$ cat src/rtl/fifo_pkg.sv
// Shared helpers for the multi-queue round-robin buffer:
// queue-id width and the rotating-priority grant function.
package fifo_pkg;

    localparam int MAX_Q = 32;

    function automatic int qid_width(input int n);
        return (n > 1) ? $clog2(n) : 1;
    endfunction

    // One-hot grant to the first requester after 'last', wrapping modulo nq.
    function automatic logic [MAX_Q-1:0] rr_pick(input logic [MAX_Q-1:0] req,
                                                 input int last,
                                                 input int nq);
        logic [MAX_Q-1:0] gnt;
        logic             found;
        int               idx;
        gnt   = '0;
        found = 1'b0;
        for (int k = 1; k <= nq; k++) begin
            idx = (last + k) % nq;
            if (!found && req[idx[4:0]]) begin
                gnt[idx[4:0]] = 1'b1;
                found         = 1'b1;
            end
        end
        return gnt;
    endfunction

endpackage

$ cat src/rtl/fifo_ctrl.sv
// Per-queue FIFO bookkeeping: full/empty flags and next pointer/count values.
// Purely combinational; the owning block holds the registers.
module fifo_ctrl #(
    parameter int ADDR_BW = 2
) (
    input  logic               wr_din,
    input  logic               rd_dout,
    input  logic [ADDR_BW-1:0] wrptr,
    input  logic [ADDR_BW-1:0] rdptr,
    input  logic [ADDR_BW:0]   numitem,
    output logic [ADDR_BW-1:0] next_wrptr,
    output logic [ADDR_BW-1:0] next_rdptr,
    output logic [ADDR_BW:0]   next_numitem,
    output logic               full,
    output logic               empty,
    output logic               wr_ok,
    output logic               wr_rej
);

    localparam logic [ADDR_BW:0] DEPTH = {1'b1, {ADDR_BW{1'b0}}};

    logic rd_ok;

    assign full   = (numitem == DEPTH);
    assign empty  = (numitem == '0);
    assign wr_ok  = wr_din & ~full;
    assign wr_rej = wr_din & full;
    assign rd_ok  = rd_dout & ~empty;

    assign next_wrptr = wr_ok ? wrptr + ADDR_BW'(1) : wrptr;
    assign next_rdptr = rd_ok ? rdptr + ADDR_BW'(1) : rdptr;

    always_comb begin
        next_numitem = numitem;
        case ({wr_ok, rd_ok})
            2'b10:   next_numitem = numitem + (ADDR_BW+1)'(1);
            2'b01:   next_numitem = numitem - (ADDR_BW+1)'(1);
            default: next_numitem = numitem;
        endcase
    end

endmodule

$ cat src/rtl/fifo_rr_sched.sv
// NUM_Q parallel-push FIFOs drained one item per cycle into a registered
// valid/ready output stage, chosen in round-robin order.
module fifo_rr_sched
    import fifo_pkg::*;
#(
    parameter int NUM_Q   = 4,
    parameter int DATA_BW = 8,
    parameter int ADDR_BW = 2,
    localparam int QID_BW = qid_width(NUM_Q)
) (
    input  logic                     clk,
    input  logic                     rst_n,
    input  logic                     flush,
    input  logic [NUM_Q-1:0]         wr_en,
    input  logic [NUM_Q*DATA_BW-1:0] wr_data,
    output logic [NUM_Q-1:0]         full,
    output logic [NUM_Q-1:0]         empty,
    output logic                     out_valid,
    input  logic                     out_ready,
    output logic [DATA_BW-1:0]       out_data,
    output logic [QID_BW-1:0]        out_qid,
    output logic [NUM_Q-1:0]         ovf_err
);

    localparam int DEPTH = 1 << ADDR_BW;

    logic [NUM_Q-1:0][DATA_BW-1:0] head_data;
    logic [NUM_Q-1:0]              grant;
    logic [MAX_Q-1:0]              req_ext;
    logic [MAX_Q-1:0]              gnt_ext;
    logic                          load;
    logic                          any_grant;
    logic [DATA_BW-1:0]            sel_data;
    logic [QID_BW-1:0]             sel_qid;

    logic                          vld_p1;
    logic [DATA_BW-1:0]            data_p1;
    logic [QID_BW-1:0]             qid_p1;
    logic [QID_BW-1:0]             rr_last;

    for (genvar i = 0; i < NUM_Q; i++) begin : g_q
        logic [ADDR_BW-1:0] wr_ptr;
        logic [ADDR_BW-1:0] rd_ptr;
        logic [ADDR_BW:0]   cnt;
        logic [ADDR_BW-1:0] nxt_wr_ptr;
        logic [ADDR_BW-1:0] nxt_rd_ptr;
        logic [ADDR_BW:0]   nxt_cnt;
        logic               wr_ok;
        logic               wr_rej;
        logic               ovf;
        logic [DATA_BW-1:0] mem [DEPTH];

        fifo_ctrl #(
            .ADDR_BW (ADDR_BW)
        ) u_ctrl (
            .wr_din       (wr_en[i]),
            .rd_dout      (grant[i]),
            .wrptr        (wr_ptr),
            .rdptr        (rd_ptr),
            .numitem      (cnt),
            .next_wrptr   (nxt_wr_ptr),
            .next_rdptr   (nxt_rd_ptr),
            .next_numitem (nxt_cnt),
            .full         (full[i]),
            .empty        (empty[i]),
            .wr_ok        (wr_ok),
            .wr_rej       (wr_rej)
        );

        always_ff @(posedge clk or negedge rst_n) begin
            if (!rst_n) begin
                wr_ptr <= '0;
                rd_ptr <= '0;
                cnt    <= '0;
                ovf    <= 1'b0;
            end else if (flush) begin
                wr_ptr <= '0;
                rd_ptr <= '0;
                cnt    <= '0;
                ovf    <= 1'b0;
            end else begin
                wr_ptr <= nxt_wr_ptr;
                rd_ptr <= nxt_rd_ptr;
                cnt    <= nxt_cnt;
                ovf    <= ovf | wr_rej;
            end
        end

        // Storage is left uncleared by reset and flush; pointers alone define contents.
        always_ff @(posedge clk) begin
            if (wr_ok && !flush)
                mem[wr_ptr] <= wr_data[i*DATA_BW +: DATA_BW];
        end

        assign head_data[i] = mem[rd_ptr];
        assign ovf_err[i]   = ovf;
    end

    // Arbitration stage: only pick a queue when the output stage can take it.
    assign load = ~vld_p1 | out_ready;

    always_comb begin
        req_ext            = '0;
        req_ext[NUM_Q-1:0] = ~empty;
    end

    assign gnt_ext   = rr_pick(req_ext, int'(rr_last), NUM_Q);
    assign grant     = load ? gnt_ext[NUM_Q-1:0] : '0;
    assign any_grant = |grant;

    always_comb begin
        sel_data = '0;
        sel_qid  = '0;
        for (int i = 0; i < NUM_Q; i++) begin
            if (grant[i]) begin
                sel_data = head_data[i];
                sel_qid  = QID_BW'(i);
            end
        end
    end

    // Output stage p1.
    always_ff @(posedge clk or negedge rst_n) begin
        if (!rst_n) begin
            vld_p1  <= 1'b0;
            data_p1 <= '0;
            qid_p1  <= '0;
            rr_last <= QID_BW'(NUM_Q - 1);
        end else if (flush) begin
            vld_p1  <= 1'b0;
            data_p1 <= '0;
            qid_p1  <= '0;
            rr_last <= QID_BW'(NUM_Q - 1);
        end else if (load) begin
            if (any_grant) begin
                vld_p1  <= 1'b1;
                data_p1 <= sel_data;
                qid_p1  <= sel_qid;
                rr_last <= sel_qid;
            end else begin
                vld_p1  <= 1'b0;
            end
        end
    end

    assign out_valid = vld_p1;
    assign out_data  = data_p1;
    assign out_qid   = qid_p1;

endmodule

$ cat config.mk
export PLATFORM = sky130hd
export DESIGN_NAME = fifo_rr_sched
export DESIGN_NICKNAME = d
export VERILOG_FILES = /design/src/rtl/fifo_pkg.sv /design/src/rtl/fifo_ctrl.sv /design/src/rtl/fifo_rr_sched.sv
export SDC_FILE = /design/constraint.sdc
export NUM_CORES = 1
export LEC_CHECK = 0
export ABC_AREA = 1
export CAP_MARGIN = 20
export CORE_MARGIN = 8
export CORE_UTILIZATION = 60
export DETAILED_ROUTE_END_ITERATION = 10
export GPL_TIMING_DRIVEN = 0
export PLACE_DENSITY = 0.87
export SLEW_MARGIN = 40
export SYNTH_ARGS = -nofsm -noshare
export SYNTH_HDL_FRONTEND = slang
export SYNTH_SLANG_ARGS = --single-unit
$ cat constraint.sdc
create_clock -name clk -period 6.05 [get_ports clk]
set_input_delay 1.21 -clock clk [delete_from_list [all_inputs] [get_ports clk]]
set_output_delay 1.21 -clock clk [all_outputs]
set_load 0.02 [all_outputs]
==> results.json, run 1 <==
{
  "status": "finished, final reports clean",
  "vias_per_cell": 5.57,
  "max_cap_viol_count": 0,
  "cts_tree": "yes",
  "path_class": "reg -> reg",
  "layout_commonest_cell": "nand2_1",
  "vdd_drop_max_v": 0.000330,
  "crit_chain": "inv_2 -> ha_1 -> inv_1 -> nand3_1 -> nand2_1 -> nor2_2 -> nand3_1 -> nand3_4 -> nand2_4 -> nor2_4 -> nand2_1 -> inv_1 -> fa_1 -> xnor2_1 -> xor2_1 -> nand2_1 -> nand2_1",
  "die_x_microns": 133,
  "critical_path_arrival_ns": 3.67,
  "startpoint_type": "register",
  "synth_edf_count": 128,
  "slew_headroom": 0.441,
  "clkLatencyLatePin_ns": 0.43,
  "finalWeightedCongestion": 0.862,
  "multi_input_area_sq_mm": 0.00271,
  "area_growth_pct": 17.8,
  "dp_hpwl_mm": 12.5,
  "setup_tns_ns": 0,
  "power.share.clock": 0.229,
  "syn_area_sq_mm": 0.00817,
  "switchingPower_w": 0.00188,
  "cp_num_buf_inv": 3,
  "place_inst": 1032,
  "drv_slew": 0,
  "ys_seq_area_frac": 0.609,
  "dieArea_sq_mm": 0.0176,
  "antenna_found_initial": 0,
  "yosys.area.top_type": "edfxtp_1",
  "ys_warn_count": 0,
  "grt.total_usage": 0.209,
  "initial_core_util": 0.617,
  "internal-power_w": 0.00271,
  "synthesis.nets": 861,
  "ys.flop_type": "edfxtp_1",
  "first_pass_iters": 5,
  "clock-sinks": 173,
  "grt_pass1_vias": 5863,
  "wirelength_mm": 18.1,
  "period_share": 0.545,
  "required_ns": 6.42,
  "grt_max_degree": 39,
  "setup_viol": 0,
  "combPwrFrac": 0.441,
  "postLayoutCoreUtil": 0.726,
  "clk_pin_slew_worst_paths_ns": 0.06,
  "wl_per_cell_microns": 17.0,
  "synth-seq-cells": 173,
  "powerDensity_mw_per_mm2": 477,
  "fin_nets": 943,
  "postSynthAreaPerCell_sq_um": 10.3,
  "dr_total_vias": 5926,
  "clockBufferDepth": 2,
  "diodes": 0,
  "crit_path_max_incr_delay_ns": 0.66,
  "coreArea_sq_mm": 0.0132,
  "hold_violations": 0,
  "hold_buffers": 0,
  "fin_cells": 1064,
  "drive_above_1_share": 0.107,
  "crit_family": "simple AND/OR/NAND/NOR gates",
  "ff_latch_area_sq_mm": 0.00497,
  "ctsResizeCount": 0,
  "die_y_microns": 133,
  "drtAntennaViolNets": 0,
  "max_freq_mhz": 303,
  "leakagePower_nw": 3.90,
  "port_buffers": 62,
  "grt_overflow_total": 0,
  "p_sw_frac": 0.409,
  "mostFrequentLayoutCells": "nand2_1 (171), edfxtp_1 (128), nor2_1 (83)",
  "rows": 42,
  "rsz0062_at_grt": "false",
  "holdCritPathClass": "reg -> reg",
  "synthArstFlopShare": 0.260,
  "cts_setup_buffers": 0,
  "fin_skew_ns": 0.0105,
  "cpMostUsedCell": "nand2_1",
  "cts.root.buffer_cell": "clkbuf_16",
  "tightest_slew_ns": 0.836,
  "fillerInstances": 905,
  "slowest_stage": "dfstp_2",
  "drt_iter0_markers": 722,
  "cp_max_fo": 10,
  "seqPwrFrac": 0.330,
  "yosysTopAreaCellShare": 0.471,
  "drc": 0,
  "synthTopCellsByArea": "edfxtp_1 (47%), dfrtp_1 (13%), nand2_1 (7.9%)",
  "syn_inst": 793,
  "grt_pass1_wl_mm": 28.9,
  "whs_ns": 0.491,
  "min_period_ns": 3.30,
  "cts.htree.levels": 4,
  "crit_path_end_kind": "register",
  "io-pin-count": 63,
  "synth_cell_types": 38,
  "numCtsBuffers": 17
}
-- worst reg2reg max path: stages, from the launching register on --
cell	delay, ns
dfstp_2	0.66
inv_2	0.14
ha_1	0.36
inv_1	0.11
nand3_1	0.08
nand2_1	0.19
nor2_2	0.10
nand3_1	0.14
nand3_4	0.16
nand2_4	0.16
nor2_4	0.07
nand2_1	0.11
inv_1	0.07
fa_1	0.37
xnor2_1	0.21
xor2_1	0.17
nand2_1	0.07
nand2_1	0.07
-- Yosys cell counts, types with 4 or more instances --
cell / number
clkbuf_1: 18
xnor2_1: 4
nor2_1: 86
buf_4: 12
nor2_4: 8
nand3_1: 46
inv_1: 76
edfxtp_1: 128
o21ai_0: 74
a21oi_1: 21
nand2_1: 171
xor2_1: 4
nand2_2: 5
o22ai_1: 19
nor3_2: 6
dfrtp_1: 43
o211ai_1: 7
or2_2: 4
ha_1: 24
nor2_2: 5
fa_1: 4
-- per-layer routing --
| metal | global-route usage | wire (microns) | up-vias |
|---|---|---|---|
| met3 | 0.0500 | 1210 | 45 |
| met4 | 0.110 | 624 | 0 |
| met5 | 0 | 0 | - |
| li1 | - | - | 2816 |
| met2 | 0.335 | 8640 | 247 |
| met1 | 0.259 | 7660 | 2818 |
-- power by group through the flow --
| stage | Clock (W) | Combinational [W] | Sequential (W) |
|---|---|---|---|
| 5_1_grt | 0.00111 | 0.00225 | 0.00153 |
| 3_3_place_gp | 0 | 0.00192 | 0.00153 |
| 4_1_cts | 0.00106 | 0.00200 | 0.00151 |
| 6_report | 0.00105 | 0.00202 | 0.00151 |
| 3_5_place_dp | 0 | 0.00198 | 0.00153 |
| 2_1_floorplan | 0 | 0.00141 | 0.00153 |
-- worst paths after layout --
kind	end	depth (start not counted)	start	slack, ns
worst max-delay path	g_q[1].cnt[2]	17	rr_last[0]	2.75
worst min-delay path	out_data[0]	2	out_data[0]	0.49
worst max register to register	g_q[1].cnt[2]	17	rr_last[0]	2.75
worst min register to register	out_data[0]	2	out_data[0]	0.49
max in group asynchronous	rr_last[0]	2	rst_n	4.98
min in group asynchronous	g_q[3].ovf	1	rst_n	0.59
-- area by class of cell --
cell class | instances | area share
clock buffer | 26 | 0.0562
tap | 176 | 0.0229
inverter | 79 | 0.0308
multi-input combinational | 506 | 0.282
buffer | 35 | 0.0202
sequential | 173 | 0.517
clock inverter | 6 | 0.00481
timing repair buffer | 63 | 0.0663
-- logic make-up after synthesis --
logic type	share of synthesized area
flip-flops	0.609
XOR/XNOR	0.00858
AND/OR/NAND/NOR	0.189
adder cells (fa/ha/maj)	0.0466
buffers and inverters	0.0601
AO/OA/AOI/OAI	0.0870
-- sequential cells by signal (all words and copies together), names as in the netlist --
register,flops
out_qid,2
g_q.cnt,12
g_q.wr_ptr,8
g_q.rd_ptr,8
rr_last,2
g_q.ovf,4
g_q.mem,128
out_valid,1
out_data,8
-- stage by stage --
step	setup WS [ns]	instance area (sq um)	total power, W
after detailed placement	2.47	9020	0.00351
after floorplan	3.22	8170	0.00295
after CTS	2.80	9610	0.00457
after global placement	2.47	9010	0.00345
after global routing	2.46	9620	0.00489
final	2.75	9620	0.00459
(Power assumes the default switching activity.)
==> run 2: changes to the inputs <==
--- a/config.mk
+++ b/config.mk
@@ -8,10 +8,10 @@
 export ABC_AREA = 1
 export CAP_MARGIN = 20
 export CORE_MARGIN = 8
-export CORE_UTILIZATION = 60
+export CORE_UTILIZATION = 59
 export DETAILED_ROUTE_END_ITERATION = 10
 export GPL_TIMING_DRIVEN = 0
-export PLACE_DENSITY = 0.87
+export PLACE_DENSITY = 0.85
 export SLEW_MARGIN = 40
 export SYNTH_ARGS = -nofsm -noshare
 export SYNTH_HDL_FRONTEND = slang
==> constraint.sdc (replaced) <==
create_clock -name clk -period 3.15 [get_ports clk]
set_input_delay 0.63 -clock clk [delete_from_list [all_inputs] [get_ports clk]]
set_output_delay 0.63 -clock clk [all_outputs]
set_load 0.02 [all_outputs]
==> run 2 against run 1 <==
Net effect:
- final cell count increased by 1.9%
- routed wire length grew 3.3%
- highest routed layer unchanged
- worst setup slack got worse by 2.6 ns
- sequential power rose by 92%
- die area rose by 1.5%
- largest cell class unchanged
- first-iteration DRC count rose by 5.1%
- via count up 1.9%
- non-clock buffer count rose by 16
- global-route usage is 0.60 points lower
- clock skew fell by 0.0047 ns
- total power increased by 100%
==> results.json, run 2 (same netlist as run 1, synthesis figures left out) <==
{
  "r2r_end": "g_q[2].cnt[2]",
  "tightest_slew_ns": 0.820,
  "fillerInstances": 917,
  "fin_cells": 1084,
  "dr_total_vias": 6039,
  "clockBufferDepth": 2,
  "finalWeightedCongestion": 0.889,
  "critical_path_arrival_ns": 3.39,
  "grt_overflow_total": 0,
  "use_met3": 0.0365,
  "power_w": 0.00927,
  "setup_viol": 0,
  "holdCritPathClass": "in -> async",
  "die_x_microns": 134,
  "grtUsageMet2": 0.324,
  "coreArea_sq_mm": 0.0137,
  "vias_per_cell": 5.57,
  "max_cap_viol_count": 0,
  "leakagePower_nw": 3.98,
  "drtAntennaViolNets": 0,
  "dieArea_sq_mm": 0.0179,
  "cp_num_buf_inv": 4,
  "die_y_microns": 134,
  "rr_worst_depth": 17,
  "crit_chain": "clkinvlp_4 -> ha_4 -> inv_1 -> nand3_1 -> nand2_2 -> buf_4 -> nand3_1 -> nand3_2 -> nand2_2 -> nor2_4 -> nand2_1 -> inv_1 -> fa_1 -> xnor2_1 -> xor2_1 -> nand2_1 -> nand2_1",
  "fin_nets": 959,
  "port_buffers": 62,
  "drc": 0,
  "setup_tns_ns": 0,
  "grt_max_degree": 40,
  "largest_register_ffs": 128,
  "grt.total_usage": 0.203,
  "whs_ns": 0.0147,
  "crit_path_max_incr_delay_ns": 0.61,
  "layout_commonest_cell": "nand2_1",
  "antenna_found_initial": 0,
  "largest_register": "g_q.mem",
  "clock-sinks": 173,
  "path_class": "reg -> reg",
  "grt_pass1_wl_mm": 28.3,
  "clkLatencyLatePin_ns": 0.42,
  "hold_violations": 0,
  "r2r_slack_ns": 0.12,
  "cpMostUsedCell": "nand2_1",
  "cp.depth": 17,
  "cp_max_fo": 6,
  "drv_slew": 0,
  "rows": 43,
  "initial_core_util": 0.595,
  "drive_above_1_share": 0.127,
  "min_period_ns": 3.03,
  "place_inst": 1036,
  "postLayoutCoreUtil": 0.713,
  "io-pin-count": 63,
  "crit_family": "simple AND/OR/NAND/NOR gates",
  "required_ns": 3.51,
  "cts.htree.levels": 4,
  "dp_hpwl_mm": 12.0,
  "first_pass_iters": 6,
  "met1_usage": 0.265,
  "wirelength_mm": 18.7,
  "diodes": 0,
  "area_growth_pct": 19.8,
  "numCtsBuffers": 17,
  "period_share": 0.963,
  "crit_path_end_kind": "register",
  "vdd_drop_max_v": 0.000692,
  "cts_tree": "yes",
  "drt_iter0_markers": 759,
  "cts.root.buffer_cell": "clkbuf_16",
  "slowest_stage": "dfstp_2",
  "grt_pass1_vias": 5694,
  "status": "finished, final reports clean",
  "max_freq_mhz": 330,
  "fin_skew_ns": 0.00584,
  "top_regs": "g_q.mem x128, g_q.cnt x12",
  "slew_headroom": 0.451,
  "r2r_start": "rr_last[1]",
  "grt-busiest-layer": "met2",
  "clk_pin_slew_worst_paths_ns": 0.07,
  "startpoint_type": "register",
  "hold_buffers": 0,
  "powerDensity_mw_per_mm2": 948,
  "wl_per_cell_microns": 17.3,
  "mostFrequentLayoutCells": "nand2_1 (170), edfxtp_1 (128), nor2_1 (84)"
}
run 2: worst max path at each step:
stage               slack (ns)       endpoint        from
floorplan                 0.33  g_q[1].cnt[2]  rr_last[0]
global placement         -0.01  g_q[3].cnt[2]  rr_last[0]
detailed placement       -0.06  g_q[3].cnt[2]  rr_last[0]
CTS                      0.001  g_q[1].cnt[1]  rr_last[1]
global route             -0.06  g_q[2].cnt[2]  rr_last[1]
finish                    0.12  g_q[2].cnt[2]  rr_last[1]
run 2: area by class of cell:
class	count	area [sq um]	area share
clock buffers	17	425	0.0435
clock inverters	15	163	0.0166
flip-flops and latches	173	4970	0.508
repair buffers	79	758	0.0775
plain buffers	35	194	0.0198
multi-input cells	506	2740	0.280
well taps	180	225	0.0230
inverters	79	300	0.0307
run 2: repair_timing:
action | in CTS | in global routing
endpoints found under the setup margin | 4 | 8
pin swaps | 0 | 9
gates resized for setup | 2 | 5
buffers inserted | 1 | 15
run 2: report_power, final:
part	switching [W]	internal [W]	total [W]
Clock	0.000892	0.00118	0.00207
Sequential	0.000184	0.00271	0.00290
Combinational	0.00277	0.00153	0.00431
run 2: per-stage QoR:
stage	instance area [sq um]	setup slack, ns
2_1_floorplan	8170	0.326
3_3_place_gp	9010	-0.0144
3_5_place_dp	9030	-0.0613
4_1_cts	9630	0.00139
5_1_grt	9780	-0.0554
6_report	9780	0.118
run 2: per-layer routing:
layer | part of all wire | wire length, microns | vias to the layer above
met3 | 0.069 | 1300 | 40
li1 | - | - | 2850
met1 | 0.42 | 7820 | 2857
met4 | 0.027 | 508 | 0
met5 | 0 | 0 | -
met2 | 0.49 | 9120 | 292
run 2: worst register-to-register path, cell delays in order, from the launching register on:
cell	delay (ns)
dfstp_2	0.61
clkinvlp_4	0.16
ha_4	0.31
inv_1	0.06
nand3_1	0.09
nand2_2	0.09
buf_4	0.15
nand3_1	0.10
nand3_2	0.11
nand2_2	0.12
nor2_4	0.07
nand2_1	0.12
inv_1	0.08
fa_1	0.39
xnor2_1	0.21
xor2_1	0.18
nand2_1	0.07
nand2_1	0.06
